[src/rtl/next_hop_client.sv]
// Next-hop RAM requester: arbitrates lookups and updates onto one RAM port and returns
// tagged lookup results through a credit-reserved response FIFO. Optional counters: NEXT_HOP_CLIENT_STATS_EN.
module next_hop_client #(
   parameter int TAG_W     = 4,
   parameter int RSP_DEPTH = 2
) (
   input  logic             clk,
   input  logic             reset,
   input  logic             lkp_valid,
   output logic             lkp_ready,
   input  logic [10:0]      lkp_index,
   input  logic [TAG_W-1:0] lkp_tag,
   output logic             rsp_valid,
   input  logic             rsp_ready,
   output logic [31:0]      rsp_data,
   output logic [TAG_W-1:0] rsp_tag,
   input  logic             upd_valid,
   output logic             upd_ready,
   input  logic [10:0]      upd_index,
   input  logic [31:0]      upd_data,
   input  logic [3:0]       upd_be,
   output logic [10:0]      ram_addr,
   output logic [31:0]      ram_wdata,
   output logic [3:0]       ram_we,
   output logic             ram_en,
   input  logic [31:0]      ram_rdata,
   output logic [15:0]      stat_lkp_cnt,
   output logic [15:0]      stat_upd_cnt
);
   localparam int OCC_W = $clog2(RSP_DEPTH + 1);
   localparam int PTR_W = (RSP_DEPTH > 1) ? $clog2(RSP_DEPTH) : 1;
   localparam int SUM_W = OCC_W + 1;

   logic [OCC_W-1:0] occ_q, occ_d;
   logic [PTR_W-1:0] rd_ptr_q, rd_ptr_d, wr_ptr_q, wr_ptr_d;
   logic             inflight_q, inflight_d;
   logic             last_grant_q, last_grant_d;
   logic [TAG_W-1:0] tag_q, tag_d;
   logic [10:0]      addr_q, addr_d;
   logic [31:0]      wdata_q, wdata_d;
   logic [31:0]      fifo_data_q [RSP_DEPTH];
   logic [31:0]      fifo_data_d [RSP_DEPTH];
   logic [TAG_W-1:0] fifo_tag_q [RSP_DEPTH];
   logic [TAG_W-1:0] fifo_tag_d [RSP_DEPTH];

   logic [SUM_W-1:0] sum_s;
   logic             pop_s, push_s, credit_s;
   logic             lkp_elig_s, upd_elig_s, grant_lkp_s, grant_upd_s;

   // Credit check and alternating arbitration between lookups and updates
   always_comb begin
      sum_s       = SUM_W'(occ_q) + SUM_W'(inflight_q);
      pop_s       = (occ_q != {OCC_W{1'b0}}) && rsp_ready;
      push_s      = inflight_q;
      credit_s    = (sum_s < SUM_W'(RSP_DEPTH)) || ((sum_s == SUM_W'(RSP_DEPTH)) && pop_s);
      lkp_elig_s  = lkp_valid && credit_s && !reset;
      upd_elig_s  = upd_valid && !reset;
      grant_lkp_s = lkp_elig_s && (!upd_elig_s || last_grant_q);
      grant_upd_s = upd_elig_s && (!lkp_elig_s || !last_grant_q);
   end

   // RAM port drive; address and write data hold their last value when idle
   always_comb begin
      lkp_ready = grant_lkp_s;
      upd_ready = grant_upd_s;
      ram_en    = grant_lkp_s;
      if (grant_upd_s) begin
         ram_we = upd_be;
      end else begin
         ram_we = 4'b0000;
      end
      if (grant_lkp_s) begin
         ram_addr = lkp_index;
      end else if (grant_upd_s) begin
         ram_addr = upd_index;
      end else begin
         ram_addr = addr_q;
      end
      if (grant_upd_s) begin
         ram_wdata = upd_data;
      end else begin
         ram_wdata = wdata_q;
      end
   end

   // Next-state: FIFO pointers/occupancy, in-flight capture and grant history
   always_comb begin
      addr_d      = ram_addr;
      wdata_d     = ram_wdata;
      inflight_d  = grant_lkp_s;
      fifo_data_d = fifo_data_q;
      fifo_tag_d  = fifo_tag_q;
      if (grant_lkp_s) begin
         tag_d = lkp_tag;
      end else begin
         tag_d = tag_q;
      end
      if (grant_lkp_s) begin
         last_grant_d = 1'b0;
      end else if (grant_upd_s) begin
         last_grant_d = 1'b1;
      end else begin
         last_grant_d = last_grant_q;
      end
      case ({push_s, pop_s})
         2'b10:   occ_d = occ_q + OCC_W'(1);
         2'b01:   occ_d = occ_q - OCC_W'(1);
         default: occ_d = occ_q;
      endcase
      if (push_s) begin
         fifo_data_d[wr_ptr_q] = ram_rdata;
         fifo_tag_d[wr_ptr_q]  = tag_q;
         wr_ptr_d = (wr_ptr_q == PTR_W'(RSP_DEPTH - 1)) ? {PTR_W{1'b0}} : wr_ptr_q + PTR_W'(1);
      end else begin
         wr_ptr_d = wr_ptr_q;
      end
      if (pop_s) begin
         rd_ptr_d = (rd_ptr_q == PTR_W'(RSP_DEPTH - 1)) ? {PTR_W{1'b0}} : rd_ptr_q + PTR_W'(1);
      end else begin
         rd_ptr_d = rd_ptr_q;
      end
   end

   // State registers; reset drops the in-flight lookup and flushes the FIFO
   always_ff @(posedge clk) begin
      if (reset) begin
         occ_q        <= {OCC_W{1'b0}};
         rd_ptr_q     <= {PTR_W{1'b0}};
         wr_ptr_q     <= {PTR_W{1'b0}};
         inflight_q   <= 1'b0;
         last_grant_q <= 1'b0;
         tag_q        <= {TAG_W{1'b0}};
         addr_q       <= 11'h000;
         wdata_q      <= 32'h0000_0000;
         for (int i = 0; i < RSP_DEPTH; i++) begin
            fifo_data_q[i] <= 32'h0000_0000;
            fifo_tag_q[i]  <= {TAG_W{1'b0}};
         end
      end else begin
         occ_q        <= occ_d;
         rd_ptr_q     <= rd_ptr_d;
         wr_ptr_q     <= wr_ptr_d;
         inflight_q   <= inflight_d;
         last_grant_q <= last_grant_d;
         tag_q        <= tag_d;
         addr_q       <= addr_d;
         wdata_q      <= wdata_d;
         fifo_data_q  <= fifo_data_d;
         fifo_tag_q   <= fifo_tag_d;
      end
   end

   // Response side comes straight from the FIFO head entry
   always_comb begin
      rsp_valid = (occ_q != {OCC_W{1'b0}});
      rsp_data  = fifo_data_q[rd_ptr_q];
      rsp_tag   = fifo_tag_q[rd_ptr_q];
   end

`ifdef NEXT_HOP_CLIENT_STATS_EN
   logic [15:0] stat_lkp_q, stat_lkp_d, stat_upd_q, stat_upd_d;

   // Saturating acceptance counters
   always_comb begin
      if (grant_lkp_s && (stat_lkp_q != 16'hFFFF)) begin
         stat_lkp_d = stat_lkp_q + 16'd1;
      end else begin
         stat_lkp_d = stat_lkp_q;
      end
      if (grant_upd_s && (stat_upd_q != 16'hFFFF)) begin
         stat_upd_d = stat_upd_q + 16'd1;
      end else begin
         stat_upd_d = stat_upd_q;
      end
   end

   // Counter registers
   always_ff @(posedge clk) begin
      if (reset) begin
         stat_lkp_q <= 16'h0000;
         stat_upd_q <= 16'h0000;
      end else begin
         stat_lkp_q <= stat_lkp_d;
         stat_upd_q <= stat_upd_d;
      end
   end

   assign stat_lkp_cnt = stat_lkp_q;
   assign stat_upd_cnt = stat_upd_q;
`else
   assign stat_lkp_cnt = 16'h0000;
   assign stat_upd_cnt = 16'h0000;
`endif

endmodule

[config.mk]
export PLATFORM = sky130hd
export DESIGN_NAME = next_hop_client
export DESIGN_NICKNAME = d
export VERILOG_FILES = /design/src/rtl/next_hop_client.sv
export SDC_FILE = /design/constraint.sdc
export NUM_CORES = 1
export LEC_CHECK = 0
export ABC_AREA = 1
export ABC_CLOCK_PERIOD_IN_PS = 3050
export BUFFER_PORTS_ARGS = -buffer_cell sky130_fd_sc_hd__buf_2
export CAP_MARGIN = 30
export CORE_MARGIN = 4
export CORE_UTILIZATION = 53
export DETAILED_ROUTE_END_ITERATION = 7
export PLACE_DENSITY = 0.83
export SYNTH_ARGS = -nofsm -noshare
export SYNTH_HDL_FRONTEND = slang
export SYNTH_SLANG_ARGS = --single-unit
export TNS_END_PERCENT = 20
[constraint.sdc]
create_clock -name clk -period 3.05 [get_ports clk]
set_input_delay 0.305 -clock clk [delete_from_list [all_inputs] [get_ports clk]]
set_output_delay 0.305 -clock clk [all_outputs]
set_load 0.005 [all_outputs]
; Word level (Yosys, flattened, before mapping)
; Cells that the tools add are included.
[op_classes]
add_sub_neg = 5
magnitude_cmp = 4
n_eq_ne = 3
n_mux = 19
n_bitwise = 2
n_reduce_logical = 18
[ops]
columns = cell, n
row1 = 32-bit two-way mux, 5
row2 = 64-bit bitwise mux, 1
row3 = 32-bit demux with 1-bit select, 1
row4 = 11-bit two-way mux, 2
row5 = 4-bit two-way mux, 5
row6 = 8-bit bitwise mux, 1
row7 = 1-bit logical AND, 8
row8 = 4-bit demux with 1-bit select, 1
row9 = 2-bit greater-or-equal comparator (second input constant), 2
row10 = 1-bit logical NOT, 4
row11 = 1-bit NOT with 2-bit output, 2
row12 = 2-bit case mux with 2 select lines, 1
row13 = 2-bit nonzero test, 2
row14 = 2-bit by 1-bit adder with 3-bit output, 1
row15 = 3-bit by 2-bit equality test with 1-bit output (second input constant), 1
row16 = 1-bit logical OR, 3
row17 = 3-bit by 2-bit less-than comparator with 1-bit output (second input constant), 1
row18 = 1-bit adder (second input constant), 2
row19 = 2-bit by 1-bit adder with 2-bit output (second input constant), 1
row20 = 2-bit by 1-bit equality test with 1-bit output (second input constant), 1
row21 = 2-bit equality test (second input constant), 1
row22 = 2-bit by 1-bit less-than comparator with 1-bit output (second input constant), 1
row23 = 1-bit two-way mux, 2
row24 = 2-bit OR reduction, 1
row25 = 2-bit by 1-bit subtractor with 2-bit output (second input constant), 1
[totals]
register_bits = 125
inputBits = 99
output_inout_bits = 119

; Depth between registers and ports, before layout
[depth]
word_depth = 11
depth_mapped = 14
depth_no_buf = 13

; Worst setup path before layout
; Ideal clock, no wire load.
[synth_timing]
kind = flip-flop to output port
start = reg occ_q[0]
end = out ram_addr[0]
t_arrival_ns = 1.687
t_required_ns = 2.745
path_slack_ns = 1.058
path_stages_with_launch = 13
n_path_buf = 1
cell_sequence = dfxtp_1 ha_1 inv_1 ha_1 nand2_1 nor2_1 nand2_1 nand2_2 nand3_2 buf_4 or2_1 nand2_1 inv_1
[synth_via]
elab_chain_cells = 11
elab_cells_between_ends = 15
classes_between = add/sub (1) / order compare (1) / eq/ne (1) / mux (2) / reduce/logical (10)
[synth_lines]
columns = element, line_no
row1 = start: declaration, 34  ; logic [OCC_W-1:0] occ_q, occ_d;
row2 = start signal: assignment, 127  ; occ_q <= {OCC_W{1'b0}};
row3 = "parallel branches: the longest is 3 deep, another holds 2-bit by 1-bit adder with 3-bit output", -
row4 = 1-bit logical OR (*), 55  ; credit_s = (sum_s < SUM_W'(RSP_DEPTH)) || ((sum_s == SUM_W'(RSP_DEPTH)) && pop_s);
row5 = 1-bit logical AND (*) (2 in series), 56  ; lkp_elig_s = lkp_valid && credit_s && !reset;
row6 = 1-bit logical NOT, 59  ; grant_upd_s = upd_elig_s && (!lkp_elig_s || !last_grant_q);
row7 = 1-bit logical OR, 59
row8 = 1-bit logical AND, 59
row9 = 11-bit two-way mux, 74  ; end else if (grant_upd_s) begin
row10 = 11-bit two-way mux (*), 72  ; if (grant_lkp_s) begin
row11 = end: declaration, 22  ; output logic [10:0] ram_addr,
; Mark *: on every way between the ends.

; Final worst setup path
[layout_timing]
start = reg occ_q[0]
end = out ram_wdata[14]
[layout_via]
elab_chain_cells = 10
elab_cells_between_ends = 13
classes_between = add/sub (1) / order compare (1) / eq/ne (1) / mux (1) / reduce/logical (9)
[layout_lines]
columns = element, line_no
row1 = "parallel branches: the longest is 3 deep, another holds 2-bit by 1-bit adder with 3-bit output", -
row2 = 1-bit logical OR (*), 55
row3 = 1-bit logical AND (*) (2 in series), 56
row4 = 1-bit logical NOT (*), 59
row5 = 1-bit logical OR (*), 59
row6 = 1-bit logical AND (*), 59
row7 = 32-bit two-way mux (*), 79  ; if (grant_upd_s) begin
row8 = end: declaration, 23  ; output logic [31:0] ram_wdata,
; Marked as above.

==> run_results.csv <==
group,metric,value,unit
synthesis,synth_area_leaders,"dfxtp_1 45%, nor2_1 12%, nand2_1 11%",
worst_setup_path,cp.arrival,2.52,ns
synthesis,syn_area,5590,um2
finish,fin_cells,1154,
cts,cts_tree,"done",
synthesis,synth_edf_count,0,
worst_setup_path,crit_top_cell,"nand2_1",
synthesis,synth_cell_types,28,
placed_design,dpl-instance-area,6440,um2
routing,detail_route.drc_violations,0,
placed_design,io_buffers,185,
floorplan,pin_count,218,
placed_design,dp.cells,1111,
synthesis,seq_area_frac_synth,44.8,%
worst_setup_path,worstPathMaxFanout,22,
worst_setup_path,cp_top_family,"simple AND/OR/NAND/NOR gates",
worst_setup_path,worstPathCellList,"ha_1 > inv_1 > ha_1 > nand2_1 > nor2_1 > nand2_1 > nand2_4 > nand3_4 > nand2_8 > buf_16 > nand2_1 > o21ai_0 > inv_1 > buf_2",
floorplan,design.core.area,10300,um2
finish,final_nets,1108,
cts,cts_max_level,4,
sta,timing.hold.ws,0.0382,ns
routing,drtAntennaViolNets,0,
global_route,grt_max_degree,69,
sta,fmax,0.354,GHz
synthesis,syn_inst,826,
power_and_ir_drop,leakage,3.94,nW
placed_design,place_congestion,0.784,
routing,dr.pass1.iters,5,
routing,drt_iter0_drc,272,
power_and_ir_drop,p_int,0.00333,W
synthesis,synth-compound-area-share,11.0,%
finish,fin_area,7180,um2
run_status,status,"finished clean",
routing,post_drt_wl_per_cell,12.0,um
power_and_ir_drop,p_switching,0.00138,W
finish,layout-drive-gt1-share,24.9,%
cts,path_clk_slew,0.06,ns
sta,fin_setup_tns,0,ns
routing,wl,13.8,mm
cts,clock_sinks,125,
placed_design,dp_hpwl,9.44,mm
synthesis,syn_avg_cell_area,6.76,um2
worst_setup_path,cpPeakStageDelay,0.38,ns
sta,fin_crit,2.83,ns
synthesis,synth_top_cell_by_area,"dfxtp_1",
sta,hold_viol,0,
power_and_ir_drop,powerDensity,656,nW/um2
cts,clkLatencyLatePin,0.50,ns
power_and_ir_drop,seqPwrFrac,39.4,%
worst_setup_path,path_buf_inv,4,
routing,vias_per_cell,4.66,
finish,layout_commonest_cell,"buf_2",
cts,cts-buffers-inserted,17,
job,maxCapViolCount,0,
worst_hold_path,hp-class,"in -> reg",
sta,timing.final.crit_share,92.7,%
worst_setup_path,endpoint_kind,"output port",
finish,final_cell_mix,"185 x buf_2, 182 x nor2_1, 170 x nand2_1, 123 x dfxtp_1, 95 x inv_1",
floorplan,die_x,111,um
global_route,grt_pass1_wl,22.4,mm
worst_setup_path,worstSetupPathType,"reg -> out",
global_route,grt_pass1_vias,4950,
sta,max_slew.worst_pin.slew,0.612,ns
power_and_ir_drop,finalPower,0.00470,W
global_route,grt_overflow,0,
worst_setup_path,cp_slowest_cell,"dfxtp_2",
floorplan,fp.dieH,111,um
synthesis,async_reset_ff_share,0,%
finish,antenna_cells,0,
power_and_ir_drop,sw_frac_of_total,29.3,%
synthesis,synthMuxAreaShare,0,%
synthesis,synth_top_family_by_area,"simple AND/OR/NAND/NOR gates",
sta,max_slew_margin,59.1,%
worst_setup_path,cp-start-kind,"flip-flop",
synthesis,yosys.area_share.simple,28.0,%
floorplan,rows,37,
power_and_ir_drop,combPwrFrac,19.3,%
synthesis,yosysWarnings,0,
cts,clock-root-buffer,"clkbuf_8",
synthesis,synth_xor_area_share,0.157,%
synthesis,synth_fa_ha_area_share,0.896,%
routing,num_vias,5373,
global_route,grt.total_usage,21.7,%
power_and_ir_drop,ir_drop,0.369,mV
sta,finClkSkew,0.00906,ns
finish,syn_to_final_growth,28.5,%
power_and_ir_drop,p_clk_share,41.3,%
synthesis,yosys_most_used_dff,"dfxtp_1",
cts,cts_buffer_depth,2,
worst_setup_path,worst_ep_required_time,2.74,ns
sta,rsz0062_at_grt,"yes",
sta,finalSetupViolCount,0,
global_route,antenna_found_initial,0,
floorplan,dieArea,12200,um2
floorplan,initial_core_util,54.3,%
sta,report.final.slew_viol_count,0,
synthesis,yosys.area.top_type_share,44.8,%
synthesis,ys_ff_latch,125,
registers in the layout, indices dropped and copies added, names as in the netlist:
name / cells
occ_q: 2
wr_ptr_q: 1
wdata_q: 32
inflight_q: 1
tag_q: 4
rd_ptr_q: 1
fifo_tag_q: 8
addr_q: 11
fifo_data_q: 64
last_grant_q: 1
repair_timing:
action,CTS,global route
setup endpoints to repair,38,39
setup buffers,0,5
hold endpoints to repair,3,0
hold buffers,3,0
gates cloned,0,3
pin swaps,0,1
gates resized for setup,3,8
logic make-up after synthesis:
group,after synthesis
other,1
DFF,125
buffers and inverters,179
xor gates and xnor gates,1
adders and majority gates,4
and+or+nand+nor,393
AOI/OAI and AO/OA,123
layer usage:
| metal | up-vias | wire length [um] | GRT usage, % |
|---|---|---|---|
| met1 | 2343 | 5810 | 26.5 |
| met5 | - | 0 | 0 |
| met3 | 10 | 1170 | 5.51 |
| met2 | 209 | 6740 | 37.5 |
| li1 | 2811 | - | - |
| met4 | 0 | 113 | 6.49 |
final cells by class:
| cell class | count | area [um2] |
|---|---|---|
| multi-input combinational | 555 | 2410 |
| fill | 924 | 3100 |
| sequential | 125 | 2500 |
| tap | 136 | 170 |
| clock buffer | 18 | 418 |
| clock inverter | 14 | 160 |
| timing repair buffer | 206 | 1140 |
| inverter | 100 | 375 |
tightest hold or removal path, stage by stage:
cell and delay [ns]:
buf_2 0.08, nor2_1 0.04, nor2_1 0.08
final timing paths:
check / depth (start not counted) / from / slack, ns / end
min: 3 / ram_rdata[18] / 0.04 / fifo_data_q[50]
max reg2reg: 11 / occ_q[0] / 1.02 / addr_q[9]
min reg2reg: 2 / fifo_data_q[52] / 0.45 / fifo_data_q[52]
max: 14 / occ_q[0] / 0.22 / ram_wdata[14]
stage by stage:
stage,setup WS (ns),utilization [%]
after detailed placement,0.474,62.6
after global placement,0.551,62.6
after global routing,-0.00484,69.8
after CTS,0.0284,68.8
after floorplan,1.06,-
final,0.221,69.8
Yosys cell counts, types with 4 or more instances:
library cell	count
nand3_1	22
o21ai_1	18
or2_2	6
clkbuf_1	32
nor2_1	183
o21ai_0	93
inv_1	96
nand2_1	170
ha_1	4
buf_4	40
or2_0	4
dfxtp_1	125
a21oi_1	12
power by group through the flow:
| stage | clock [W] | sequential (W) | combinational [W] |
|---|---|---|---|
| 6_report | 0.00194 | 0.00185 | 0.000910 |
| 5_1_grt | 0.00204 | 0.00187 | 0.00104 |
| 4_1_cts | 0.00198 | 0.00185 | 0.000894 |
| 3_5_place_dp | 0 | 0.00188 | 0.000880 |
| 3_3_place_gp | 0 | 0.00188 | 0.000869 |
| 2_1_floorplan | 0 | 0.00187 | 0.000575 |
No activity file was read; power rests on OpenSTA's default activity.
